$ cat config.mk
export PLATFORM = sky130hd
export DESIGN_NAME = note_plotter
export DESIGN_NICKNAME = d
export VERILOG_FILES = /design/src/rtl/note_pkg.sv /design/src/rtl/note_xy_counter.sv /design/src/rtl/note_plotter.sv
export SDC_FILE = /design/constraint.sdc
export NUM_CORES = 1
export LEC_CHECK = 0
export CORE_MARGIN = 2
export CORE_UTILIZATION = 45
export DETAILED_ROUTE_END_ITERATION = 16
export HOLD_SLACK_MARGIN = 0.06
export PLACE_DENSITY_LB_ADDON = 0.08
export SYNTH_ARGS = -nofsm -noshare
export SYNTH_HDL_FRONTEND = slang
export SYNTH_SLANG_ARGS = --single-unit
$ cat constraint.sdc
create_clock -name clock -period 4.6 [get_ports clock]
set_input_delay 1.38 -clock clock [delete_from_list [all_inputs] [get_ports clock]]
set_output_delay 1.38 -clock clock [all_outputs]
set_load 0.02 [all_outputs]
$ cat src/rtl/note_pkg.sv
// Shared constants, colours and FSM state encoding for the note sprite plotter.
package note_pkg;

  localparam int DEF_NOTE_W   = 16;
  localparam int DEF_NOTE_H   = 4;
  localparam int DEF_SCREEN_W = 320;
  localparam int DEF_SCREEN_H = 240;

  localparam logic [2:0] COLOUR_BLACK = 3'b000;
  localparam logic [2:0] COLOUR_WHITE = 3'b111;

  typedef enum logic [1:0] {
    IDLE = 2'd0,
    PLOT = 2'd1,
    DONE = 2'd2
  } state_t;

endpackage

$ cat src/rtl/note_xy_counter.sv
// Raster offset counter for the note sprite: dx inner, dy outer, with last-pixel flag.
module note_xy_counter
  import note_pkg::*;
#(
  parameter int NOTE_W = DEF_NOTE_W,
  parameter int NOTE_H = DEF_NOTE_H
) (
  input  logic       clock,
  input  logic       reset,
  input  logic       clear,
  input  logic       enable,
  output logic [4:0] dx,
  output logic [3:0] dy,
  output logic       last
);

  localparam logic [4:0] DX_MAX = 5'(NOTE_W - 1);
  localparam logic [3:0] DY_MAX = 4'(NOTE_H - 1);

  logic row_end;

  assign row_end = (dx == DX_MAX);
  assign last    = row_end && (dy == DY_MAX);

  always_ff @(posedge clock) begin
    if (!reset || clear) begin
      dx <= 5'd0;
      dy <= 4'd0;
    end else if (enable) begin
      if (row_end) begin
        dx <= 5'd0;
        dy <= (dy == DY_MAX) ? 4'd0 : dy + 4'd1;
      end else begin
        dx <= dx + 5'd1;
      end
    end
  end

endmodule

$ cat src/rtl/note_plotter.sv
// Plots (or erases) a NOTE_W x NOTE_H sprite one clipped pixel per cycle, then handshakes done.
// Define NOTE_OUTLINE_EN to draw the sprite border in white.
module note_plotter
  import note_pkg::*;
#(
  parameter int NOTE_W   = DEF_NOTE_W,
  parameter int NOTE_H   = DEF_NOTE_H,
  parameter int SCREEN_W = DEF_SCREEN_W,
  parameter int SCREEN_H = DEF_SCREEN_H
) (
  input  logic       clock,
  input  logic       reset,
  input  logic       go_draw,
  input  logic       go_erase,
  input  logic [8:0] origin_x,
  input  logic [7:0] origin_y,
  input  logic [2:0] draw_colour,
  output logic [8:0] plot_x,
  output logic [7:0] plot_y,
  output logic [2:0] plot_colour,
  output logic       plot,
  output logic       done
);

  state_t     state;
  logic [8:0] base_x;
  logic [7:0] base_y;
  logic [2:0] base_colour;
  logic       erase_mode;

  logic [4:0] dx;
  logic [3:0] dy;
  logic       last;
  logic       accept;
  logic       request;

  logic [9:0] sum_x;
  logic [8:0] sum_y;
  logic       visible;
  logic [2:0] pixel_colour;

  assign request = go_draw || go_erase;
  assign accept  = (state == IDLE) && request;

  note_xy_counter #(
    .NOTE_W(NOTE_W),
    .NOTE_H(NOTE_H)
  ) u_counter (
    .clock (clock),
    .reset (reset),
    .clear (accept),
    .enable(state == PLOT),
    .dx    (dx),
    .dy    (dy),
    .last  (last)
  );

  // Extra sum bit keeps sprites hanging off the right/bottom edge from wrapping on-screen.
  assign sum_x   = {1'b0, base_x} + {5'd0, dx};
  assign sum_y   = {1'b0, base_y} + {5'd0, dy};
  assign visible = (sum_x < 10'(SCREEN_W)) && (sum_y < 9'(SCREEN_H));

  always_comb begin
    pixel_colour = base_colour;
    if (erase_mode) begin
      pixel_colour = COLOUR_BLACK;
    end
`ifdef NOTE_OUTLINE_EN
    else if ((dx == 5'd0) || (dx == 5'(NOTE_W - 1)) ||
             (dy == 4'd0) || (dy == 4'(NOTE_H - 1))) begin
      pixel_colour = COLOUR_WHITE;
    end
`endif
  end

  always_ff @(posedge clock) begin
    if (!reset) begin
      state       <= IDLE;
      base_x      <= 9'd0;
      base_y      <= 8'd0;
      base_colour <= 3'd0;
      erase_mode  <= 1'b0;
      plot        <= 1'b0;
      plot_x      <= 9'd0;
      plot_y      <= 8'd0;
      plot_colour <= 3'd0;
      done        <= 1'b0;
    end else begin
      plot        <= 1'b0;
      plot_x      <= 9'd0;
      plot_y      <= 8'd0;
      plot_colour <= 3'd0;
      done        <= 1'b0;
      case (state)
        IDLE: begin
          if (accept) begin
            base_x      <= origin_x;
            base_y      <= origin_y;
            base_colour <= draw_colour;
            erase_mode  <= go_erase;
            state       <= PLOT;
          end
        end
        PLOT: begin
          plot        <= visible;
          plot_x      <= sum_x[8:0];
          plot_y      <= sum_y[7:0];
          plot_colour <= pixel_colour;
          if (last) begin
            state <= DONE;
          end
        end
        DONE: begin
          done <= 1'b1;
          if (!request) begin
            state <= IDLE;
          end
        end
        default: state <= IDLE;
      endcase
    end
  end

endmodule
Word-level counts from Yosys, hierarchy flattened
Cells that the tools add are included.
Widths: inputs -> output; s select.
Storage, ports and cells
  register bits after elaboration: 54
  input bits: 24
  output and inout bits: 22
Cells by class
  add/subtract/negate cells: 4
  order comparisons: 2
  equality and inequality tests: 7
  multiplexer cells: 7
  bitwise operators: 2
  reduce and logical (&&, ||, !) cells: 12
Operators with widths (count)
  $add 9x5->10: 1
  $lt 10x9->1 const B: 1
  $add 8x4->9: 1
  $lt 9x8->1 const B: 1
  $mux 2: 3
  $pmux 2 s3: 1
  $reduce_and 2->1: 3
  $add 5x1->5 const B: 1
  $eq 5x4->1 const B: 1
  $mux 5: 1
  $add 4x1->4 const B: 1
  $eq 4x2->1 const B: 1
  $mux 4: 1
  $ne 2x2->1 const B: 2
  $logic_and 1x1->1: 3
  $reduce_and 3->1: 1
  $reduce_or 3->1: 1
  $eq 2x1->1 const B: 1
  $eq 2x2->1 const B: 1
  $logic_not 2->1: 1
  $logic_or 1x1->1: 2
  $ne 2x1->1 const B: 1
  $not 1->1: 2
  $logic_not 1->1: 1
  $mux 1: 1

Depth between registers and ports, before layout
Gate-level depths: netlist of the first run.
  depth after elaboration: 4
  gate-level depth with buffers: 8
  mapped depth without buffers: 8

Cells and area by module
A second synthesis of the first run with hierarchy kept.
Unflattened totals
  cells, all modules: 266
  area, all modules: 2391.0 um2
Modules (own cells, without submodules)
  note_plotter: times used 1, cells each 218, area an instance 1948.1 um2
  note_xy_counter: times used 1, cells each 48, area an instance 442.9 um2

Least setup slack after synthesis of the first run
OpenSTA, ideal clock, no wires.
  path type: input to register
  start point: input go_erase
  end point: register base_x[5]
  setup time: 76 ps
  data arrival time: 2039 ps
  required time: 4524 ps
  slack: 2486 ps
  stages on the path: 4
  path buffers: 1
  cell sequence: o21ai_1 > clkbuf_1 > nand2_1 > a21boi_0
Between the ends
  longest elaborated chain between the ends: 3
Ends and longest elaborated chain
  start: declaration: RTL line note_plotter.sv:14  | input logic go_erase,
  $logic_or 1x1->1: RTL line note_plotter.sv:42  | assign request = go_draw || go_erase;
  $logic_and 1x1->1: RTL line note_plotter.sv:43  | assign accept = (state == IDLE) && request;
  $reduce_and 2->1 (no source line)
  end signal: assignment: RTL line note_plotter.sv:97  | base_x <= origin_x;
  end: declaration: RTL line note_plotter.sv:26  | logic [8:0] base_x;
No other way between the ends.
A chain may end at the register's enable or synchronous reset.

Worst setup path in the final report of the first run
  start point: input reset
  end point: register u_counter.dx[3]
Between the ends
  longest elaborated chain between the ends: 2
Ends and longest elaborated chain
  start: declaration: RTL line note_plotter.sv:12  | input logic reset,
  $logic_not 1->1: RTL line note_xy_counter.sv:26  | if (!reset || clear) begin
  $logic_or 1x1->1: RTL line note_xy_counter.sv:26
  end signal: assignment: RTL line note_xy_counter.sv:34  | dx <= dx + 5'd1;
  end: declaration: RTL line note_xy_counter.sv:12  | output logic [4:0] dx,
No other way between the ends.

==> results.toml, run 1 <==
[run_status]
status = "finished clean"

[clocking]
cts_root_buffer = "clkbuf_8"
clock_path_buffers = 2
cts_tree = "done"
clk_latency_ns = 0.29
cts_max_level = 2
cts_buffers = 5
clk_pin_slew_ns = 0.09
cts.sink_count = 54
postCtsSetupBuffers = 0
ctsResizeCount = 0
cts_hold_buf = 0

[global_routing]
grt_pass1_vias = 1698
grt_overflow_total = 0
grt_max_degree = 30
antenna_found_initial = 0
grt_usage_pct = 16.7
grt_pass1_wl_um = 8080

[sta]
skew_ns = 0.00748
setup_violations = 0
hold_viol = 0
drv_slew = 0
timing.hold.ws_ns = 0.469
layout_worst_path_cycle_share_pct = 63.2
rsz0062_at_grt = "no"
tns_ns = 0
tightest_slew_ns = 0.845
max-slew-margin-rel_pct = 43.5
timing.fmax_mhz = 344
period_minus_slack_ns = 2.91

[place]
post_dp_cell_area_sq_mm = 0.00287
portBuffers = 45
finalWeightedCongestion = 0.790
dp_hpwl_um = 3350

[synthesis]
syn_area_per_cell_sq_um = 8.88
yosysTopAreaCell = "dfxtp_1"
synth_cell_types = 46
seq_area_frac_synth_pct = 45.8
syn_inst = 266
async_flop_share_pct = 0
synthesis.nets = 303
netlist_area_sq_mm = 0.00236
synth_top_area_share_pct = 45.8
ys.flop_type = "dfxtp_1"
synth_enable_flop_cells = 0
synth_warnings = 0
netlist_top_cells_area = "dfxtp_1, nand2_1, ha_1"
ys_seq_elements = 54

[worst_setup_path]
startpoint = "reset"
crit_chain = "clkdlybuf4s50_1, nand2_1, a311oi_1"
cp_max_fo = 29
critPathArrivalTime_ns = 3.10
critPathBufInv = 1
critical_path_class = "input port to register"
reg2reg_from = "u_counter.dy[0]"
end_kind = "register"
critical-path-max-stage-delay_ns = 1.02
critical-path-top-delay-family = "buffers and inverters"
cp_data_required_time_ns = 4.79
slowest_stage = "clkdlybuf4s50_1"
worstSetupStartpointType = "input port"

[floorplanning]
initial_core_util_pct = 46.5
die_y_um = 76.5
dieArea_sq_mm = 0.00585
num_io_pins = 46
die_w_um = 76.5
core_sq_mm = 0.00507
rows = 26

[cells_and_area]
postLayoutCellArea_sq_mm = 0.00295
utilization_pct = 58.0
synthToLayoutAreaGrowth_pct = 24.7
final_cell_mix = "nand2_1, dfxtp_1, clkdlybuf4s50_1, nor2_1, a21boi_0"
drive_gt1_share_pct = 4.87
final_common_cell = "nand2_1"
num_antenna_cells = 0
final_nets = 345

[detailed_routing]
wl_um = 4660
wire_per_inst_um = 12.3
remaining_drc_errors = 0
ant_nets = 0
routed_via_density = 4.93
drt-initial-drc-count = 82
firstDrtPassIters = 6
num_vias = 1865

[job]
max_cap_viol_count = 0

[power]
leakagePower_nw = 1.13
power.total_uw = 857
p_per_area_mw_per_mm2 = 291
ir_drop_mv = 0.200

[hold_path]
min_path_type = "register to register"
worstHoldStart = "base_colour[2]"
-- cells in the mapped netlist (2+ instances only) --
cell,count
ha_1,11
buf_2,4
fa_1,2
xnor2_1,7
nor3_1,3
clkbuf_1,8
nor2b_1,3
o21ai_0,4
inv_1,4
dfxtp_1,54
nand2_1,58
a211oi_1,2
nor2_1,25
xor2_1,6
nand4b_1,2
nand3_1,2
a21boi_1,2
and3_1,3
a21o_1,5
nor3b_1,5
nand4_1,5
mux2i_1,2
a21oi_1,9
a21boi_0,18
-- sequential cells by signal (all words and copies together), names as in the netlist --
signal        flops
done              1
u_counter.dy      4
plot_x            9
plot_y            8
base_y            8
u_counter.dx      5
base_x            9
plot              1
erase_mode        1
base_colour       3
state             2
plot_colour       3
-- power by group --
| group | internal [mW] | switching, mW |
|---|---|---|
| clock network | 0.105 | 0.140 |
| logic | 0.0526 | 0.0546 |
| registers | 0.488 | 0.0175 |
| total | 0.645 | 0.212 |
-- tightest hold or removal path: cells and delay by family (launching register included) --
family	cells	cell delay (ns)
and+or+nand+nor	1	0.05
AOI/OAI and AO/OA	1	0.06
DFF	1	0.32
-- worst paths after layout --
kind	end	slack [ns]	cells after the start
max	u_counter.dx[3]	1.69	3
min	base_colour[2]	0.47	2
max reg2reg	plot	2.46	7
min reg2reg	base_colour[2]	0.47	2
-- routing by layer --
metal	up-vias	wire length, um	share of wire (%)	GRT usage, %
li1	981	-	-	-
met1	845	2410	52	24.1
met2	37	2080	45	26.5
met3	2	148	3.2	2.61
met4	0	25	0.54	3.27
met5	-	0	0	0
-- stage by stage --
| stage | setup WS (ns) | instances |
|---|---|---|
| detailed placement | 1.34 | 371 |
| global route | 1.53 | 378 |
| CTS | 1.66 | 378 |
| floorplan | 2.49 | 266 |
| finish | 1.69 | 378 |
| global placement | 1.37 | 371 |
-- cell families (layout without fill, tap and decap cells) --
logic type,Yosys count,in the layout,synth area share (%)
AOI/OAI and AO/OA,52,52,15.6
DFF,54,54,45.8
muxes,2,2,0.847
xor gates and xnor gates,13,13,4.82
and+or+nand+nor,116,116,22.7
adders and majority gates,13,13,7.52
buffers and inverters,16,58,2.75
-- cell type report --
class,instances,area (sq um)
clock buffers,6,72.6
clock inverters,1,7.51
fillers,509,2130
inverters,4,15.0
multi-input cells,196,1220
flip-flops and latches,54,1080
well taps,70,87.6
repair buffers,47,465
Power figures use the tool's default switching activity.
==> run 2: changes to the inputs <==
==> constraint.sdc (replaced) <==
create_clock -name clock -period 3 [get_ports clock]
set_input_delay 0.9 -clock clock [delete_from_list [all_inputs] [get_ports clock]]
set_output_delay 0.9 -clock clock [all_outputs]
set_load 0.02 [all_outputs]
==> run 2 against run 1 <==
Against the previous run: sequential share of layout area decreased by 0.51 points; hold slack got worse by 0.0020 ns; sequential power grew 53%; non-clock buffer count up 4; first-iteration DRC count decreased by 18%; flip-flop and latch count did not move; critical path type is now register to register; critical endpoint is now plot.
==> results.toml, run 2 (synthesized netlist as in run 1, its figures left out) <==
[cells_and_area]
final_cell_mix = "nand2_1, dfxtp_1, clkdlybuf4s50_1, nor2_1, a21boi_0"
num_antenna_cells = 0
final_nets = 349
drive_gt1_share_pct = 6.39
synthToLayoutAreaGrowth_pct = 26.4
n_fill_cell = 498
final_common_cell = "nand2_1"
reg.largest.list = "base_x (9), plot_x (9)"

[sta]
rsz0062_at_grt = "no"
tightest_slew_ns = 0.436
skew_ns = 0.00514
setup_violations = 0
max-slew-margin-rel_pct = 70.9
tns_ns = 0
timing.fmax_mhz = 461
hold_viol = 0
timing.hold.ws_ns = 0.467
layout_worst_path_cycle_share_pct = 72.3
period_minus_slack_ns = 2.17
drv_slew = 0

[power]
ir_drop_mv = 0.309
power.total_mw = 1.36
swShare_pct = 24.9
seqPwrFrac_pct = 57.0
p_per_area_mw_per_mm2 = 455
leakagePower_nw = 1.16
power.switching_uw = 338
pwr-share-clk_pct = 30.3
p_int_mw = 1.02
p_comb_share_pct = 12.7

[worst_setup_path]
rrSetupSlack_ns = 0.83
timing.rr.end = "plot"
worstSetupStartpointType = "register"
slowest_stage = "dfxtp_1"
end_kind = "register"
crit_chain = "ha_1, inv_1, fa_1, nor2b_4, o22a_2, nand4_1, nor4b_1, nor4_1"
cp_data_required_time_ns = 3.19
critical-path-max-stage-delay_ns = 0.42
r2r_cells = 8
critical_path_class = "register to register"
critPathArrivalTime_ns = 2.36
reg2reg_from = "u_counter.dx[0]"
cp_max_fo = 5

[detailed_routing]
drt-initial-drc-count = 67
num_vias = 1870
wl_um = 4750
ant_nets = 0
routed_via_density = 4.88
firstDrtPassIters = 4
wire_per_inst_um = 12.4
remaining_drc_errors = 0

[hold_path]
worstHoldStart = "base_colour[0]"
min_path_type = "register to register"
whs_path_depth = 2
min_to = "base_colour[0]"

[clocking]
clk_pin_slew_ns = 0.09
cts_root_buffer = "clkbuf_8"
clk_latency_ns = 0.31
ctsResizeCount = 0
cts_tree = "done"
cts.sink_count = 54
cts_max_level = 2
cts_hold_buf = 0
cts_buffers = 5
postCtsSetupBuffers = 0
clock_path_buffers = 2

[floorplanning]
rows = 26
die_w_um = 76.5
core_sq_mm = 0.00507
num_io_pins = 46
initial_core_util_pct = 46.5
die_y_um = 76.5
dieArea_sq_mm = 0.00585

[global_routing]
grt_overflow_total = 0
grt_pass1_vias = 1796
grt_usage_pct = 17.5
antenna_found_initial = 0
grt_max_degree = 29
grt_pass1_wl_um = 8180

[job]
max_cap_viol_count = 0

[place]
portBuffers = 45
dp_hpwl_um = 3520
finalWeightedCongestion = 0.820

[run_status]
status = "finished clean"
[run 2: changes by cell type in the layout (fill, tap and decap cells not counted)]
cell,previous run,this run
buf_4,2,6
clkinvlp_4,1,0
clkbuf_8,5,6
clkinv_2,0,1
[run 2: how the worst max path moves through the flow]
stage | startpoint | to | slack (ns) | depth (start not counted)
final | u_counter.dx[0] | plot | 0.83 | 8
after global routing | u_counter.dx[0] | plot | 0.65 | 8
after CTS | plot_colour[1] | plot_colour[1] | 0.84 | 1
after detailed placement | go_erase | base_x[5] | 0.55 | 5
after global placement | go_erase | base_x[5] | 0.64 | 5
after floorplan | u_counter.dx[0] | plot | 1.12 | 8
[run 2: cell type report]
class	count	area, sq um	share of cell area, %
multi-input cells	196	1220	40.7
clock buffers	7	86.3	2.89
clock inverters	1	5.00	0.168
well taps	70	87.6	2.93
inverters	4	15.0	0.503
flip-flops and latches	54	1080	36.2
repair buffers	51	495	16.6
[run 2: through the flow]
step | setup WS [ns] | utilization, % | instances | cell area [sq um]
finish | 0.831 | 58.9 | 383 | 2990
global route | 0.650 | 58.9 | 383 | 2990
CTS | 0.837 | 58.9 | 383 | 2990
detailed placement | 0.546 | 57.1 | 375 | 2900
global placement | 0.640 | 57.1 | 375 | 2900
floorplan | 1.12 | - | 266 | 2360
[run 2: power groups by stage]
stage	Clock, mW	Sequential [mW]	Combinational (mW)
2_1_floorplan	0	0.790	0.0960
4_1_cts	0.425	0.774	0.175
3_3_place_gp	0	0.790	0.172
5_1_grt	0.467	0.780	0.192
6_report	0.412	0.774	0.172
3_5_place_dp	0	0.791	0.175
[run 2: per-layer routing]
metal	share of wire, %	vias up	wire [um]	GRT usage, %
li1	-	990	-	-
met1	50	828	2390	24.0
met2	44	47	2090	27.3
met3	4.4	5	209	4.38
met4	1.3	0	63	4.91
met5	0	-	0	0
[run 2: worst max-delay path, delay by kind of cell, from the launching register on]
family / cells / cell delay (ns)
AOI/OAI and AO/OA: 1 / 0.18
adders and majority gates: 2 / 0.63
buffers and inverters: 1 / 0.05
DFF: 1 / 0.42
and+or+nand+nor: 4 / 0.75
==> run 3: changes to the inputs <==
==> constraint.sdc (replaced) <==
create_clock -name clock -period 1.78 [get_ports clock]
set_input_delay 0.534 -clock clock [delete_from_list [all_inputs] [get_ports clock]]
set_output_delay 0.534 -clock clock [all_outputs]
set_load 0.02 [all_outputs]
==> run 3 against run 2 <==
Against the previous run: the flow now finishes with violations (setup timing); first-iteration DRC count rose by 30%; non-clock buffer count rose by 20; worst setup slack got worse by 0.94 ns; hold slack got worse by 0.0021 ns; fmax rose by 15%; clock-buffer cell count rose by 1; critical endpoint unchanged.
==> results.toml, run 3 (synthesized netlist as in run 1, its figures left out) <==
[run_status]
status = "complete, but fails checks"
violations = "setup timing"

[worst_setup_path]
critical_path_class = "register to register"
reg2reg_from = "u_counter.dx[0]"
timing.rr.end = "plot"
worstSetupStartpointType = "register"
r2r_cells = 9
critPathArrivalTime_ns = 2.11
cp_max_fo = 2
rrSetupSlack_ns = -0.11
worstSetupEndpoint = "plot"
cp_data_required_time_ns = 2.00
startpoint = "u_counter.dx[0]"
end_kind = "register"

[sta]
max-slew-margin-rel_pct = 78.6
tightest_slew_ns = 0.320
skew_ns = 0.00463
period_minus_slack_ns = 1.89
timing.fmax_mhz = 530
drv_slew = 0
hold_viol = 0
rsz0062_at_grt = "yes"
setup_violations = 1
fin_ws_ns = -0.106
layout_worst_path_cycle_share_pct = 106

[detailed_routing]
remaining_drc_errors = 0
num_vias = 1976
wire_per_inst_um = 12.6
routed_via_density = 4.90
ant_nets = 0
wl_um = 5070
drt-initial-drc-count = 87
firstDrtPassIters = 4

[clocking]
clk_latency_ns = 0.30
cts.sink_count = 54
cts_tree = "done"
cts_buffers = 5
clock_path_buffers = 2
clk_pin_slew_ns = 0.09
cts_root_buffer = "clkbuf_8"
cts_max_level = 2

[floorplanning]
initial_core_util_pct = 46.5
dieArea_sq_mm = 0.00585
die_y_um = 76.5
die_w_um = 76.5
rows = 26
num_io_pins = 46
core_sq_mm = 0.00507

[place]
placed_cells = 392
dp_hpwl_um = 3730
portBuffers = 45
finalWeightedCongestion = 0.771

[power]
ir_drop_mv = 0.333
leakagePower_nw = 1.62
p_per_area_mw_per_mm2 = 733

[global_routing]
busiest_layer = "met2"
grt_usage_pct = 18.2
antenna_found_initial = 0
grt_pass1_wl_um = 8630
met2_usage_pct = 29.2
grt_max_degree = 17
met3_usage_pct = 3.55
use_met1_pct = 24.9
grt_pass1_vias = 1808
grt_overflow_total = 0

[cells_and_area]
drive_gt1_share_pct = 16.2
finalNonFillerCells = 403
num_antenna_cells = 0
final_cell_mix = "nand2_1, dfxtp_1, clkdlybuf4s50_1, buf_4, nor2_1"
final_nets = 369
reg.largest.list = "base_x (9), plot_x (9)"
final_common_cell = "nand2_1"
synthToLayoutAreaGrowth_pct = 38.5
utilization_pct = 64.4

[job]
max_cap_viol_count = 0

[hold_path]
min_path_type = "register to register"
run 3: cell count changes in the layout (fill, tap and decap cells not counted), moves of 2 or more:
cell,previous run,this run
dfxtp_1,54,50
clkbuf_8,6,8
ha_1,11,9
fa_2,0,2
clkdlybuf4s50_1,45,26
buf_4,6,26
fa_1,2,0
dfxtp_2,0,4
ha_4,0,2
dlymetal6s2s_1,0,19
run 3: critical path: stages (launching register included):
cell and delay (ns):
dfxtp_2 0.37, ha_4 0.14, inv_2 0.03, fa_2 0.36
nor2b_4 0.12, o22a_2 0.14, nand4_1 0.14, buf_4 0.18
o311a_1 0.10, nor4_2 0.22
run 3: per-stage QoR:
| step | setup TNS, ns | setup slack [ns] | hold WS [ns] | total power [mW] | area, sq um |
|---|---|---|---|---|---|
| CTS | -0.103 | -0.0766 | 0.468 | 2.43 | 3190 |
| detailed placement | -0.431 | -0.0916 | 0.453 | 1.65 | 3040 |
| floorplan | 0 | 0.00203 | 0.434 | 1.49 | 2380 |
| finish | -0.106 | -0.106 | 0.465 | 2.40 | 3270 |
| global placement | -0.0696 | -0.0408 | 0.447 | 1.64 | 3040 |
| global route | -0.211 | -0.186 | 0.493 | 2.52 | 3270 |
run 3: worst min-delay path by stage:
stage,start,cells past startpoint,slack [ns],end
after floorplan,state[0],1,0.43,done
after global placement,base_colour[2],2,0.45,base_colour[2]
after detailed placement,base_colour[2],2,0.45,base_colour[2]
after CTS,base_colour[2],2,0.47,base_colour[2]
after global routing,base_colour[1],2,0.49,base_colour[1]
final,base_colour[2],2,0.46,base_colour[2]
run 3: cell type report:
type | count | area, sq um
fillers | 443 | 1800
multi-input cells | 196 | 1280
flip-flops and latches | 54 | 1090
repair buffers | 71 | 693
clock buffers | 8 | 110
well taps | 70 | 87.6
inverters | 4 | 15.0
run 3: what timing repair did:
action / CTS / global route
gates resized for setup: 6 / 24
pin swaps: 11 / 6
hold buffers: 0 / 0
endpoints found under the setup margin: 1 / 24
setup buffers: 2 / 1
run 3: power by group:
group | total, mW | internal (mW) | switching [mW]
Combinational | 0.320 | 0.166 | 0.154
Sequential | 1.31 | 1.26 | 0.0455
Clock | 0.771 | 0.393 | 0.377
run 3: metal layers:
metal | vias to the layer above | share of wire (%)
li1 | 1037 | -
met5 | - | 0
met2 | 34 | 45
met3 | 4 | 2.9
met4 | 0 | 0.65
met1 | 901 | 51
